==> config.mk <==
export PLATFORM = sky130hd
export DESIGN_NAME = ahb_button_ctrl_flat
export DESIGN_NICKNAME = d
export VERILOG_FILES = /design/src/rtl/ahb_button_ctrl_if.sv /design/src/rtl/ahb_button_ctrl.sv /design/src/flat_wrapper.sv
export SDC_FILE = /design/constraint.sdc
export NUM_CORES = 1
export LEC_CHECK = 0
export CAP_MARGIN = 20
export CORE_MARGIN = 2
export CORE_UTILIZATION = 41
export CTS_CLUSTER_DIAMETER = 30
export DETAILED_ROUTE_END_ITERATION = 6
export PLACE_DENSITY = 0.95
export RECOVER_POWER = 25
export SLEW_MARGIN = 20
export SYNTH_ARGS = -nofsm -noshare
export SYNTH_HDL_FRONTEND = slang
export SYNTH_SLANG_ARGS = --single-unit
export TNS_END_PERCENT = 30
==> constraint.sdc <==
create_clock -name HCLK -period 4 [get_ports HCLK]
set_input_delay 0.6 -clock HCLK [delete_from_list [all_inputs] [get_ports HCLK]]
set_output_delay 0.6 -clock HCLK [all_outputs]
set_load 0.005 [all_outputs]
==> src/rtl/ahb_button_ctrl_if.sv <==
// AHB-Lite bus bundle for the push-button controller.
interface ahb_button_ctrl_if;
    logic        HSEL;
    logic [31:0] HADDR;
    logic [1:0]  HTRANS;
    logic        HWRITE;
    logic [2:0]  HSIZE;
    logic        HREADY;
    logic [31:0] HWDATA;
    logic [31:0] HRDATA;
    logic        HREADYOUT;
    logic        HRESP;

    modport master (
        output HSEL, HADDR, HTRANS, HWRITE, HSIZE, HREADY, HWDATA,
        input  HRDATA, HREADYOUT, HRESP
    );

    modport slave (
        input  HSEL, HADDR, HTRANS, HWRITE, HSIZE, HREADY, HWDATA,
        output HRDATA, HREADYOUT, HRESP
    );
endinterface

==> src/rtl/ahb_button_ctrl.sv <==
// AHB-Lite button controller: synchronise, debounce, latch presses,
// count them and raise a maskable level interrupt.
module ahb_button_ctrl #(
    parameter int NUM_BUTTONS     = 2,
    parameter int DEBOUNCE_CYCLES = 16
) (
    input  logic                   HCLK,
    input  logic                   HRESETn,
    ahb_button_ctrl_if.slave       bus,
    input  logic [NUM_BUTTONS-1:0] buttons_n,
    output logic                   irq
);
    localparam int CW  = $clog2(DEBOUNCE_CYCLES);
    localparam int NRD = (NUM_BUTTONS < 4) ? NUM_BUTTONS : 4;
    localparam logic [CW-1:0] DB_LAST = CW'(DEBOUNCE_CYCLES - 1);

    typedef enum logic [1:0] {
        A_STATUS  = 2'd0,
        A_PENDING = 2'd1,
        A_IRQ_EN  = 2'd2,
        A_COUNT   = 2'd3
    } reg_addr_e;

    logic [NUM_BUTTONS-1:0] sync1_q, sync2_q;
    logic [NUM_BUTTONS-1:0] stable_q, stable_d;
    logic [NUM_BUTTONS-1:0] pend_q, pend_d;
    logic [NUM_BUTTONS-1:0] irq_en_q, irq_en_d;
    logic [NUM_BUTTONS-1:0] press;
    logic [CW-1:0]          db_q  [NUM_BUTTONS];
    logic [CW-1:0]          db_d  [NUM_BUTTONS];
    logic [7:0]             cnt_q [NUM_BUTTONS];
    logic [7:0]             cnt_d [NUM_BUTTONS];
    logic                   dp_valid_q;
    logic                   dp_write_q;
    reg_addr_e              dp_addr_q;
    logic                   irq_q;
    logic                   wr_en, wr_pend, wr_irq_en, wr_cnt;
    logic [NUM_BUTTONS-1:0] wdata;
    logic [31:0]            cnt_word;
    logic [31:0]            rdata;
    logic                   unused_bits;

    always_comb begin
        stable_d = stable_q;
        press    = '0;
        for (int i = 0; i < NUM_BUTTONS; i++) begin
            db_d[i] = '0;
            if (sync2_q[i] != stable_q[i]) begin
                if (db_q[i] == DB_LAST) begin
                    stable_d[i] = sync2_q[i];
                    press[i]    = sync2_q[i];
                end else begin
                    db_d[i] = db_q[i] + CW'(1);
                end
            end
        end
    end

    assign wr_en     = dp_valid_q & dp_write_q & bus.HREADY;
    assign wr_pend   = wr_en & (dp_addr_q == A_PENDING);
    assign wr_irq_en = wr_en & (dp_addr_q == A_IRQ_EN);
    assign wr_cnt    = wr_en & (dp_addr_q == A_COUNT);
    assign wdata     = bus.HWDATA[NUM_BUTTONS-1:0];

    // A new press always beats a same-cycle clear or counter reset.
    always_comb begin
        pend_d   = (pend_q & ~(wr_pend ? wdata : '0)) | press;
        irq_en_d = wr_irq_en ? wdata : irq_en_q;
        for (int i = 0; i < NUM_BUTTONS; i++) begin
            cnt_d[i] = (wr_cnt ? 8'd0 : cnt_q[i]) + {7'd0, press[i]};
        end
    end

    always_comb begin
        cnt_word = '0;
        for (int i = 0; i < NRD; i++) begin
            cnt_word[8*i +: 8] = cnt_q[i];
        end
        rdata = '0;
        if (dp_valid_q && !dp_write_q) begin
            unique case (dp_addr_q)
                A_STATUS:  rdata = 32'(stable_q);
                A_PENDING: rdata = 32'(pend_q);
                A_IRQ_EN:  rdata = 32'(irq_en_q);
                A_COUNT:   rdata = cnt_word;
            endcase
        end
    end

    // Synchroniser holds the pressed (active-high) level so reset means released.
    always_ff @(posedge HCLK or negedge HRESETn) begin
        if (!HRESETn) begin
            sync1_q    <= '0;
            sync2_q    <= '0;
            stable_q   <= '0;
            pend_q     <= '0;
            irq_en_q   <= '0;
            for (int i = 0; i < NUM_BUTTONS; i++) begin
                db_q[i]  <= '0;
                cnt_q[i] <= '0;
            end
            dp_valid_q <= 1'b0;
            dp_write_q <= 1'b0;
            dp_addr_q  <= A_STATUS;
            irq_q      <= 1'b0;
        end else begin
            sync1_q  <= ~buttons_n;
            sync2_q  <= sync1_q;
            stable_q <= stable_d;
            pend_q   <= pend_d;
            irq_en_q <= irq_en_d;
            for (int i = 0; i < NUM_BUTTONS; i++) begin
                db_q[i]  <= db_d[i];
                cnt_q[i] <= cnt_d[i];
            end
            if (bus.HREADY) begin
                dp_valid_q <= bus.HSEL & bus.HTRANS[1];
                dp_write_q <= bus.HWRITE;
                dp_addr_q  <= reg_addr_e'(bus.HADDR[3:2]);
            end
            irq_q <= |(pend_q & irq_en_q);
        end
    end

    assign bus.HRDATA    = rdata;
    assign bus.HREADYOUT = 1'b1;
    assign bus.HRESP     = 1'b0;
    assign irq           = irq_q;

    assign unused_bits = ^{bus.HSIZE, bus.HADDR[31:4], bus.HADDR[1:0],
                           bus.HWDATA[31:NUM_BUTTONS], bus.HTRANS[0]};
endmodule

==> src/flat_wrapper.sv <==
// flat-port wrapper written by rule: the top's interface ports become plain ports
module ahb_button_ctrl_flat 
#(
    parameter int NUM_BUTTONS     = 2,
    parameter int DEBOUNCE_CYCLES = 16
)
  (HCLK, HRESETn, buttons_n, irq, bus_HSEL, bus_HADDR, bus_HTRANS, bus_HWRITE, bus_HSIZE, bus_HREADY, bus_HWDATA, bus_HRDATA, bus_HREADYOUT, bus_HRESP);
  ahb_button_ctrl_if bus_i ();
  input  logic HCLK;
  input  logic HRESETn;
  input  logic [NUM_BUTTONS-1:0] buttons_n;
  output logic irq;
  input wire logic [$bits(bus_i.HSEL)-1:0] bus_HSEL;
  input wire logic [$bits(bus_i.HADDR)-1:0] bus_HADDR;
  input wire logic [$bits(bus_i.HTRANS)-1:0] bus_HTRANS;
  input wire logic [$bits(bus_i.HWRITE)-1:0] bus_HWRITE;
  input wire logic [$bits(bus_i.HSIZE)-1:0] bus_HSIZE;
  input wire logic [$bits(bus_i.HREADY)-1:0] bus_HREADY;
  input wire logic [$bits(bus_i.HWDATA)-1:0] bus_HWDATA;
  output wire logic [$bits(bus_i.HRDATA)-1:0] bus_HRDATA;
  output wire logic [$bits(bus_i.HREADYOUT)-1:0] bus_HREADYOUT;
  output wire logic [$bits(bus_i.HRESP)-1:0] bus_HRESP;
  assign bus_i.HSEL = bus_HSEL;
  assign bus_i.HADDR = bus_HADDR;
  assign bus_i.HTRANS = bus_HTRANS;
  assign bus_i.HWRITE = bus_HWRITE;
  assign bus_i.HSIZE = bus_HSIZE;
  assign bus_i.HREADY = bus_HREADY;
  assign bus_i.HWDATA = bus_HWDATA;
  assign bus_HRDATA = bus_i.HRDATA;
  assign bus_HREADYOUT = bus_i.HREADYOUT;
  assign bus_HRESP = bus_i.HRESP;
  ahb_button_ctrl #(.NUM_BUTTONS(NUM_BUTTONS), .DEBOUNCE_CYCLES(DEBOUNCE_CYCLES)) u_core (.HCLK(HCLK), .HRESETn(HRESETn), .bus(bus_i), .buttons_n(buttons_n), .irq(irq));
endmodule
# After elaboration in Yosys (flattened, before gate mapping)
# Index checks and enable logic that the tools add are counted.
[classes]
add_sub_neg = 4
multipliers = 0
n_div = 0
magnitude_cmp = 0
eq_ne = 7
shifts = 0
mux = 13
n_bitwise = 11
n_reduce_logical = 6
[op_table]
columns = ["cell", "n"]
rows = [
  ["$pmux 32 s4", 1],
  ["$mux 32", 1],
  ["$add 8x1->8", 2],
  ["$mux 4", 4],
  ["$mux 8", 2],
  ["$add 4x1->4 const B", 2],
  ["$eq 4x4->1 const B", 2],
  ["$and 1x1->1", 6],
  ["$and 2x2->2", 2],
  ["$eq 2x2->1 const B", 2],
  ["$mux 1", 4],
  ["$not 2->2", 2],
  ["$reduce_and 2->1", 2],
  ["$eq 2x1->1 const B", 1],
  ["$logic_not 2->1", 1],
  ["$mux 2", 1],
  ["$ne 1x1->1", 2],
  ["$or 2x2->2", 1],
  ["$reduce_or 2->1", 1],
  ["$logic_and 1x1->1", 1],
  ["$logic_not 1->1", 1],
]
[totals]
ff_bits = 39
latch_bits = 0
ramBits = 0
romBits = 0
elab_cells = 55
mem_count = 0

# Depth between registers and ports, before layout
# Gate-level depths: netlist of run 1.
[depth]
depth_word = 7
depth_mapped = 9
ltp_nobuf = 8

# Worst setup path after synthesis of run 1
# Ideal clock, no wire load.
[synth_timing]
path_type = "input-to-reg"
from = "in bus_HREADY"
to = "reg u_core.cnt_q[4] (netlist name)"
t_arrival_ns = 1.837
required_time_ns = 3.882
path_slack_ns = 2.044
cell_stages = 9
cell_sequence = "buf_4 nand3_2 nor2_1 nor2b_1 ha_1 ha_1 nand3_1 xor2_1 nor2_1"
[synth_rtl]
columns = ["item", "line", "text"]
rows = [
  ["start, declared", "flat_wrapper.sv:18", "input wire logic [$bits(bus_i.HREADY)-1:0] bus_HREADY;"],
  ["end signal, assigned by index", "ahb_button_ctrl.sv:114", "cnt_q[i] <= cnt_d[i];"],
  ["end, declared", "ahb_button_ctrl.sv:31", "logic [7:0] cnt_q [NUM_BUTTONS];"],
]

# Worst setup path in the final report of run 1
[layout_timing]
from = "reg u_core.dp_addr_q[0]"
to = "out bus_HRDATA[10]"
[layout_between]
elab_chain_len = 3
word_cells_on_any_way = 6
[layout_rtl]
columns = ["item", "line", "text"]
rows = [
  ["start, declared", "ahb_button_ctrl.sv:35", "reg_addr_e dp_addr_q;"],
  ["start signal, assigned", "ahb_button_ctrl.sv:119", "dp_addr_q <= reg_addr_e'(bus.HADDR[3:2]);"],
  ["$eq 2x2->1 (tied with other cells)", "ahb_button_ctrl.sv:81", "unique case (dp_addr_q)"],
  ["$pmux 32 s4 (*)", "ahb_button_ctrl.sv:81", ""],
  ["$mux 32 (*)", "ahb_button_ctrl.sv:80", "if (dp_valid_q && !dp_write_q) begin"],
  ["end, declared", "flat_wrapper.sv:20", "output wire logic [$bits(bus_i.HRDATA)-1:0] bus_HRDATA;"],
]
# Mark *: on every way between the ends. The rest lies on a longest branch, timed or not. The select of a mux whose other input is x is not followed.

==> impl_metrics.yaml, run 1 <==
final_layout:
  fin_nets: 293
  final-seq-area_um2: 976
  area_growth_pct: 16.9
  drive_above_1_share_pct: 9.43
  multi_input_area_um2: 900
  antennaDiodeCount: 0
  fill_cells: 426
  finalInstanceArea_um2: 2320
status:
  violations: "max-capacitance violations, max-slew violations"
  status: "finished with violations"
power_and_ir_drop:
  p_leak_nw: 1.07
  p_per_area_nw_per_um2: 318
  ir_worst_vdd_uv: 212
clock_network:
  numClockSinks: 39
  ctsHtreeMaxLevel: 2
  post_cts_buffers: 0
  numCtsBuffers: 5
  clock_latency_ns: 0.30
  cts_hold_buffers: 0
  ctsLongestPathBuffers: 2
  cts_tree: "yes"
  path_clk_slew_ns: 0.07
  clockRootBuffer: "clkbuf_8"
  cts_resized: 0
logic_synthesis:
  synthCells: 180
  yosysMostFrequentCell: "dfrtp_1"
  yosysUniqueCellTypes: 34
  yosysTopAreaCell: "dfrtp_1"
  synthFlopType: "dfrtp_1"
  async_flop_share_pct: 100
  synth_edf_count: 0
  ys.warnings.count: 0
  synth_area_leaders: "dfrtp_1, buf_4, and2_1"
  yosysTopAreaCellShare_pct: 49.2
  synth_area_um2: 1980
  synthTopCellsByCount: "dfrtp_1, buf_4, and2_1"
  yosysSeqAreaShare_pct: 49.2
  avgSynthCellArea_um2: 11.0
  ys_ff_latch: 39
sta:
  timing.hold.ws_ns: 0.354
  setup_viol: 0
  hold_violations: 0
  min_period_over_period_pct: 64.4
  tightest_slew_ns: 2.01
  relSlewSlack_pct: -34.2
  finalClockSkew_ns: 0.00956
  fin_crit_ns: 2.58
  slew_viol_final: 40
  setup_tns_ns: 0
  grt_setup_unrepaired: "false"
  timing.fmax_ghz: 0.388
route:
  drt_drc_violations_left: 0
  wire_per_inst_um: 12.2
  num_vias: 1305
  postRouteAntennaNets: 0
  via_per_inst: 4.91
  drtPass1Iterations: 4
  routed_wirelength_um: 3240
  drt_first_iter_violations: 112
grt:
  grt_use_total_pct: 13.9
  antenna_found_initial: 0
  grt_max_degree: 40
  grt-ovfl-total: 0
  grt_first_pass_wirelength_um: 5640
  grt_pass1_vias: 1273
worst_setup_path:
  cp.arrival_ns: 1.98
  cp-end-kind: "output pin"
  crit_required_ns: 3.40
  startpoint_type: "flop"
  criticalPathCategory: "flop to output pin"
  crit_slowest_cell: "clkdlybuf4s50_1"
  crit_chain: "nand2_1 > nor2_2 > and2_2 > clkdlybuf4s50_1"
  critical_path_peak_fanout: 14
  critical-path-top-delay-family: "simple AND/OR/NAND/NOR gates"
  critPathMaxStageDelay_ns: 0.49
  critPathBufInv: 1
job:
  maxCapViolCount: 1
die:
  die-height_um: 73.5
  start_util_pct: 42.2
  rows: 25
  die_area_um2: 5410
  coreArea_um2: 4690
  ioPinCount: 111
  die_width_um: 73.5
place:
  hpwlAfterDp_um: 2430
  gp_congestion: 0.777
  placed_cell_area_um2: 2240
  io_buffers: 28
hold_path:
  hp-class: "flop to flop"
## layer usage
| layer | vias up | routed length [um] | share of wire, % | track usage (%) |
|---|---|---|---|---|
| met5 | - | 0 | 0 | 0 |
| met4 | 0 | 40 | 1.2 | 4.65 |
| met3 | 4 | 215 | 6.6 | 5.49 |
| met2 | 41 | 1510 | 47 | 21.2 |
| met1 | 617 | 1480 | 45 | 17.9 |
| li1 | 643 | - | - | - |
## kinds of logic after synthesis
group,after synthesis,share of synthesized area [%]
other,2,0.379
buffers and inverters,24,8.40
and+or+nand+nor,65,19.0
AOI/OAI and AO/OA,22,6.88
DFF,39,49.2
xor gates and xnor gates,11,4.86
adders and majority gates,6,3.79
muxes,11,7.45
## state kept, by name, summed over array words and instances, names as in the netlist
name / count
u_core.irq: 1
u_core.irq_en_q: 2
u_core.stable_q: 2
u_core.cnt_q: 16
u_core.db_q: 8
u_core.dp_valid_q: 1
u_core.dp_addr_q: 2
u_core.dp_write_q: 1
u_core.sync1_q: 2
u_core.sync2_q: 2
u_core.pend_q: 2
## through the flow
stage                     setup slack (ns)  power, mW  util (%)  instances
after floorplan                       2.04      0.479         -        196
final                                 1.42      0.738      49.4        266
after global routing                  1.22      0.775      49.4        266
after detailed placement              1.13      0.494      47.7        258
after CTS                             1.38      0.749      49.4        266
after global placement                1.16      0.490      47.7        258
## cell type report
cell class | instances | area share (%)
Timing Repair Buffer | 29 | 12.1
Inverter | 3 | 0.486
Multi-Input combinational cell | 133 | 38.8
Clock buffer | 7 | 3.29
Tap cell | 54 | 2.92
Sequential cell | 39 | 42.1
Clock inverter | 1 | 0.216
## final timing paths
path,start,slack [ns],cells past startpoint,end
max in group asynchronous,HRESETn,1.97,1,u_core.dp_valid_q
setup reg to reg,u_core.db_q[4],1.83,7,u_core.cnt_q[14]
hold / removal,u_core.sync1_q[1],0.35,0,u_core.sync2_q[1]
setup / recovery,u_core.dp_addr_q[0],1.42,4,bus_HRDATA[10]
hold reg to reg,u_core.sync1_q[1],0.35,0,u_core.sync2_q[1]
min in group asynchronous,HRESETn,0.87,1,u_core.cnt_q[5]
## layout by cell type (no fill, tap or decap), types with 6 or more instances in the layout
master | netlist | routed
nor2_1 | 10 | 10
mux2_2 | 7 | 7
o21ai_0 | 9 | 9
nor2b_1 | 6 | 6
and2_1 | 13 | 13
xnor2_1 | 6 | 6
nand3_1 | 9 | 9
dfrtp_1 | 39 | 39
conb_1 | 2 | 18
ha_1 | 6 | 6
clkdlybuf4s50_1 | 0 | 25
## worst register-to-register path: cells and delay by family, from the launching register on
family	cells	cell delay [ns]
and+or+nand+nor	4	1.02
AOI/OAI and AO/OA	1	0.15
adders and majority gates	2	0.51
DFF	1	0.41
## report_power, final
part	switching, mW	total (mW)	internal (mW)
combinational	0.0265	0.0569	0.0304
clock	0.131	0.253	0.122
sequential	0.0173	0.428	0.411
Note: power is estimated with default switching activity, not from simulation.
==> inputs of run 2 (changes only) <==
--- a/config.mk
+++ b/config.mk
@@ -7,10 +7,10 @@
 export LEC_CHECK = 0
 export CAP_MARGIN = 20
 export CORE_MARGIN = 2
-export CORE_UTILIZATION = 41
+export CORE_UTILIZATION = 38
 export CTS_CLUSTER_DIAMETER = 30
 export DETAILED_ROUTE_END_ITERATION = 6
-export PLACE_DENSITY = 0.95
+export PLACE_DENSITY = 0.89
 export RECOVER_POWER = 25
 export SLEW_MARGIN = 20
 export SYNTH_ARGS = -nofsm -noshare
==> constraint.sdc (replaced) <==
create_clock -name HCLK -period 2.5 [get_ports HCLK]
set_input_delay 0.375 -clock HCLK [delete_from_list [all_inputs] [get_ports HCLK]]
set_output_delay 0.375 -clock HCLK [all_outputs]
set_load 0.005 [all_outputs]
==> run 2 against run 1 <==
Effect of this change: the run still ends with max-capacitance violations, max-slew violations left; sequential power up 60%; worst hold slack worse by 0.0040 ns; total power up 68%; cell area up 2.5%; setup slack worse by 1.2 ns; clock skew down 0.0031 ns; core utilization down 2.6 points; largest cell class unchanged; largest power group unchanged.
==> impl_metrics.yaml, run 2 (synthesis gave the netlist of run 1 again) <==
die:
  start_util_pct: 39.1
  die_area_um2: 5810
  die_width_um: 76.2
  coreArea_um2: 5070
  ioPinCount: 111
  rows: 26
  die-height_um: 76.2
final_layout:
  antennaDiodeCount: 0
  area_growth_pct: 19.9
  final-seq-area_um2: 976
  fin_nets: 295
  drive_above_1_share_pct: 10.7
  top_register: "u_core.cnt_q"
  multi_input_area_um2: 905
  largest_reg_flops: 16
  reg_top3: "u_core.cnt_q (16), u_core.db_q (8)"
  fill_cells: 485
  layout_commonest_cell: "dfrtp_1"
  final_cell_mix: "dfrtp_1, clkdlybuf4s50_1, conb_1"
sta:
  finalClockSkew_ns: 0.00649
  setup_tns_ns: 0
  setup_viol: 0
  min_period_over_period_pct: 92.0
  relSlewSlack_pct: -32.7
  layout_setup_ws_ns: 0.200
  tightest_slew_ns: 1.99
  hold_violations: 0
  fin_crit_ns: 2.30
  grt_setup_unrepaired: "false"
  timing.fmax_ghz: 0.435
  slew_viol_final: 40
grt:
  grt_max_degree: 40
  grt_first_pass_wirelength_um: 5710
  grt_use_total_pct: 12.4
  antenna_found_initial: 0
  grt_pass1_vias: 1242
  grt-ovfl-total: 0
power_and_ir_drop:
  p_int_mw: 0.959
  ir_worst_vdd_uv: 373
  p_seq_share_pct: 55.4
  p_leak_nw: 1.09
  p_per_area_nw_per_um2: 521
  combPwrFrac_pct: 7.5
  p_clk_share_pct: 37.1
  p_sw_mw: 0.278
  p_sw_share_pct: 22.5
job:
  maxCapViolCount: 1
hold_path:
  whs_endpoint: "u_core.sync2_q[0]"
  hp-class: "flop to flop"
  hold_path_startpoint: "u_core.sync1_q[0]"
  hold_depth: 0
route:
  via_per_inst: 4.68
  postRouteAntennaNets: 0
  num_vias: 1330
  wire_per_inst_um: 11.7
  drt_drc_violations_left: 0
  drt_first_iter_violations: 54
  routed_wirelength_um: 3330
  drtPass1Iterations: 4
place:
  hpwlAfterDp_um: 2470
  gp_congestion: 0.747
  post-place-ws_ns: 0.162
  io_buffers: 28
worst_setup_path:
  startpoint_type: "flop"
  cp-end-kind: "output pin"
  criticalPathCategory: "flop to output pin"
  cp.arrival_ns: 1.92
  reg2reg_to: "u_core.cnt_q[15]"
  ff2ff_path_depth: 7
  crit_required_ns: 2.12
  critical_path_peak_fanout: 6
  r2r_start: "u_core.db_q[4]"
  r2r_slack_ns: 0.31
clock_network:
  clockRootBuffer: "clkbuf_8"
  ctsHtreeMaxLevel: 2
  numClockSinks: 39
  path_clk_slew_ns: 0.06
  numCtsBuffers: 5
  ctsLongestPathBuffers: 2
  cts_hold_buffers: 0
  clock_latency_ns: 0.29
  cts_tree: "yes"
status:
  violations: "max-capacitance violations, max-slew violations"
  status: "finished with violations"
[run 2: power groups by stage]
stage | combinational (mW) | sequential, mW | clock, mW
after floorplan | 0.0777 | 0.689 | 0
after global placement | 0.0912 | 0.694 | 0
after detailed placement | 0.0938 | 0.697 | 0
after CTS | 0.0940 | 0.685 | 0.471
after global routing | 0.106 | 0.690 | 0.503
final | 0.0927 | 0.685 | 0.459
[run 2: through the flow]
stage	power (mW)	instance area [um2]	utilization [%]	hold slack (ns)	std cells
CTS	1.25	2370	46.7	0.206	284
floorplan	0.767	2040	-	0.0794	196
global placement	0.786	2270	44.8	0.334	276
global route	1.30	2380	46.8	0.359	284
detailed placement	0.791	2270	44.8	0.336	276
finish	1.24	2380	46.8	0.350	284
[run 2: cell type report]
type | instances | area share (%)
clock buffer | 8 | 4.21
sequential | 39 | 41.1
timing repair buffer | 31 | 12.5
inverter | 3 | 0.474
multi-input combinational | 133 | 38.1
tap | 70 | 3.69
[run 2: how the worst max path moves through the flow]
stage / startpoint / to / depth (start not counted)
floorplan: u_core.db_q[4] / u_core.cnt_q[15] / 7
global route: u_core.dp_addr_q[1] / bus_HRDATA[2] / 4
global placement: bus_HREADY / u_core.cnt_q[15] / 9
CTS: u_core.dp_addr_q[0] / bus_HRDATA[2] / 4
detailed placement: bus_HREADY / u_core.cnt_q[15] / 9
finish: u_core.dp_addr_q[0] / bus_HRDATA[0] / 3
[run 2: routing by layer]
| metal | GRT usage [%] | vias up | part of all wire, % |
|---|---|---|---|
| li1 | - | 652 | - |
| met1 | 15.5 | 633 | 45 |
| met2 | 19.6 | 38 | 48 |
| met3 | 4.15 | 7 | 4.4 |
| met4 | 5.64 | 0 | 1.9 |
| met5 | 0 | - | 0 |
[run 2: worst max-delay path: stages (launching register included)]
cell,delay [ns]
dfrtp_1,0.47
mux4_1,0.57
nor2b_1,0.14
clkdlybuf4s50_1,0.46
[run 2: timing repair]
action | 4_1_cts | 5_1_grt
gates resized for setup | 0 | 1
buffers inserted | 0 | 0
endpoints found under the setup margin | 0 | 14
==> inputs of run 3 (changes only) <==
--- a/config.mk
+++ b/config.mk
@@ -11,7 +11,8 @@
 export CTS_CLUSTER_DIAMETER = 30
 export DETAILED_ROUTE_END_ITERATION = 6
 export PLACE_DENSITY = 0.89
-export RECOVER_POWER = 25
+export RECOVER_POWER = 100
+export SETUP_SLACK_MARGIN = 0.5
 export SLEW_MARGIN = 20
 export SYNTH_ARGS = -nofsm -noshare
 export SYNTH_HDL_FRONTEND = slang
==> run 3 against run 2 <==
Effect of this change: the run now ends clean; die area did not move; critical path depth rose by 6; fmax rose by 6.0%; register-to-register slack improved by 0.09 ns; setup slack improved by 0.13 ns; total power rose by 2.3%; worst hold slack got worse by 0.16 ns; cell area rose by 7.7%; clock skew barely moved; largest cell class unchanged.
==> impl_metrics.yaml, run 3 (synthesis gave the netlist of run 1 again) <==
sta:
  fin_crit_ns: 2.17
  timing.fmax_ghz: 0.461
  grt_setup_unrepaired: "true"
  setup_tns_ns: 0
  timing.hold.ws_ns: 0.185
  tightest_slew_ns: 0.831
  min_period_over_period_pct: 86.8
  relSlewSlack_pct: 44.6
  setup_viol: 0
  hold_violations: 0
  slew_viol_final: 0
  finalClockSkew_ns: 0.00638
hold_path:
  hp-class: "primary input to asynchronous set/reset pin"
clock_network:
  numCtsBuffers: 5
  ctsHtreeMaxLevel: 2
  numClockSinks: 39
  cts_tree: "yes"
  path_clk_slew_ns: 0.07
  ctsLongestPathBuffers: 2
  cts_hold_buffers: 0
  clockRootBuffer: "clkbuf_8"
  clock_latency_ns: 0.28
route:
  postRouteAntennaNets: 0
  via_per_inst: 4.67
  routed_wirelength_um: 3810
  drt_first_iter_violations: 49
  drtPass1Iterations: 4
  num_vias: 1411
  drt_drc_violations_left: 0
  wire_per_inst_um: 12.6
final_layout:
  final_util_pct: 50.4
  finalInstanceArea_um2: 2560
  drive_above_1_share_pct: 22.4
  antennaDiodeCount: 0
  largest_reg_flops: 16
  fin_nets: 313
  final_cell_mix: "dfrtp_1, conb_1, buf_4"
  area_growth_pct: 29.2
  multi_input_area_um2: 962
  fill_cells: 469
  layout_commonest_cell: "dfrtp_1"
  top_register: "u_core.cnt_q"
  final-seq-area_um2: 980
  reg_top3: "u_core.cnt_q (16), u_core.db_q (8)"
worst_setup_path:
  critical_path_peak_fanout: 7
  reg2reg_to: "u_core.cnt_q[15]"
  cp.arrival_ns: 2.38
  r2r_start: "u_core.db_q[4]"
  r2r_slack_ns: 0.40
  cp-end-kind: "flop"
  criticalPathCategory: "primary input to flop"
  startpoint_type: "primary input"
  crit_required_ns: 2.71
  ff2ff_path_depth: 7
place:
  hpwlAfterDp_um: 2470
  io_buffers: 28
  placed_cell_area_um2: 2270
  gp_congestion: 0.747
die:
  start_util_pct: 39.1
  coreArea_um2: 5070
  ioPinCount: 111
  die_area_um2: 5810
  die-height_um: 76.2
  die_width_um: 76.2
  rows: 26
power_and_ir_drop:
  p_total_mw: 1.27
  p_sw_share_pct: 22.5
  p_per_area_nw_per_um2: 495
  p_seq_share_pct: 54.1
  p_sw_mw: 0.285
  p_clk_share_pct: 35.9
  combPwrFrac_pct: 10.0
  p_int_mw: 0.981
  ir_worst_vdd_uv: 383
  p_leak_nw: 1.26
status:
  status: "finished, final reports clean"
job:
  maxCapViolCount: 0
grt:
  grt_first_pass_wirelength_um: 6090
  grt-ovfl-total: 0
  grt_max_degree: 40
  grt_use_total_pct: 13.4
  grt_pass1_vias: 1305
  antenna_found_initial: 0
[run 3: changes by cell type in the layout (fill, tap and decap cells not counted), sizes merged]
cell           before  now
nor2               11   12
clkdlybuf4s50      25   15
dlygate4sd3         2    4
clkbuf              9   10
dlymetal6s2s        0    2
buf                 3   19
dlygate4sd2         0    6
[run 3: how the worst max path moves through the flow]
stage / from / to / slack, ns / cells past startpoint
after floorplan: u_core.db_q[4] / u_core.cnt_q[15] / 0.63 / 7
after global placement: bus_HREADY / u_core.cnt_q[15] / 0.22 / 9
after detailed placement: bus_HREADY / u_core.cnt_q[15] / 0.16 / 9
after CTS: u_core.db_q[4] / u_core.cnt_q[15] / 0.34 / 7
after global routing: u_core.db_q[4] / u_core.cnt_q[15] / 0.17 / 7
final: bus_HREADY / u_core.cnt_q[15] / 0.33 / 9
[run 3: critical path, cell delays in order]
cell and delay [ns]:
dlygate4sd3_1 0.56, nand3_1 0.18, nor2_1 0.13, buf_4 0.18, nor2b_4 0.12, ha_2 0.20
nand4_1 0.12, or3_1 0.36, a21oi_1 0.16
[run 3: stage by stage]
step | std cells | worst slack (ns)
3_3_place_gp | 276 | 0.221
4_1_cts | 292 | 0.338
2_1_floorplan | 196 | 0.628
6_report | 302 | 0.331
5_1_grt | 302 | 0.167
3_5_place_dp | 276 | 0.162
[run 3: layout make-up]
cell class | instances | area share (%)
sequential | 39 | 38.3
multi-input combinational | 134 | 37.6
timing repair buffer | 48 | 16.4
clock buffer | 8 | 3.91
tap | 70 | 3.42
inverter | 3 | 0.440
[run 3: routing by layer]
metal	vias up	routed length [um]	share of wire (%)	GRT usage, %
met4	0	40	1.1	6.00
met3	4	153	4.0	4.03
li1	687	-	-	-
met2	39	2000	52	21.3
met1	681	1620	42	16.7
met5	-	0	0	0
[run 3: power groups by stage]
stage | Sequential [mW] | Combinational [mW] | Clock [mW]
floorplan | 0.689 | 0.0777 | 0
global placement | 0.694 | 0.0912 | 0
detailed placement | 0.697 | 0.0938 | 0
CTS | 0.684 | 0.117 | 0.471
global route | 0.688 | 0.143 | 0.505
finish | 0.685 | 0.127 | 0.455
[run 3: timing repair]
item                                    CTS  global route
gates resized for setup                  17            18
endpoints found under the setup margin   20            21
buffers inserted                          7            10
pin swaps                                 3             7
cloned                                    1             0
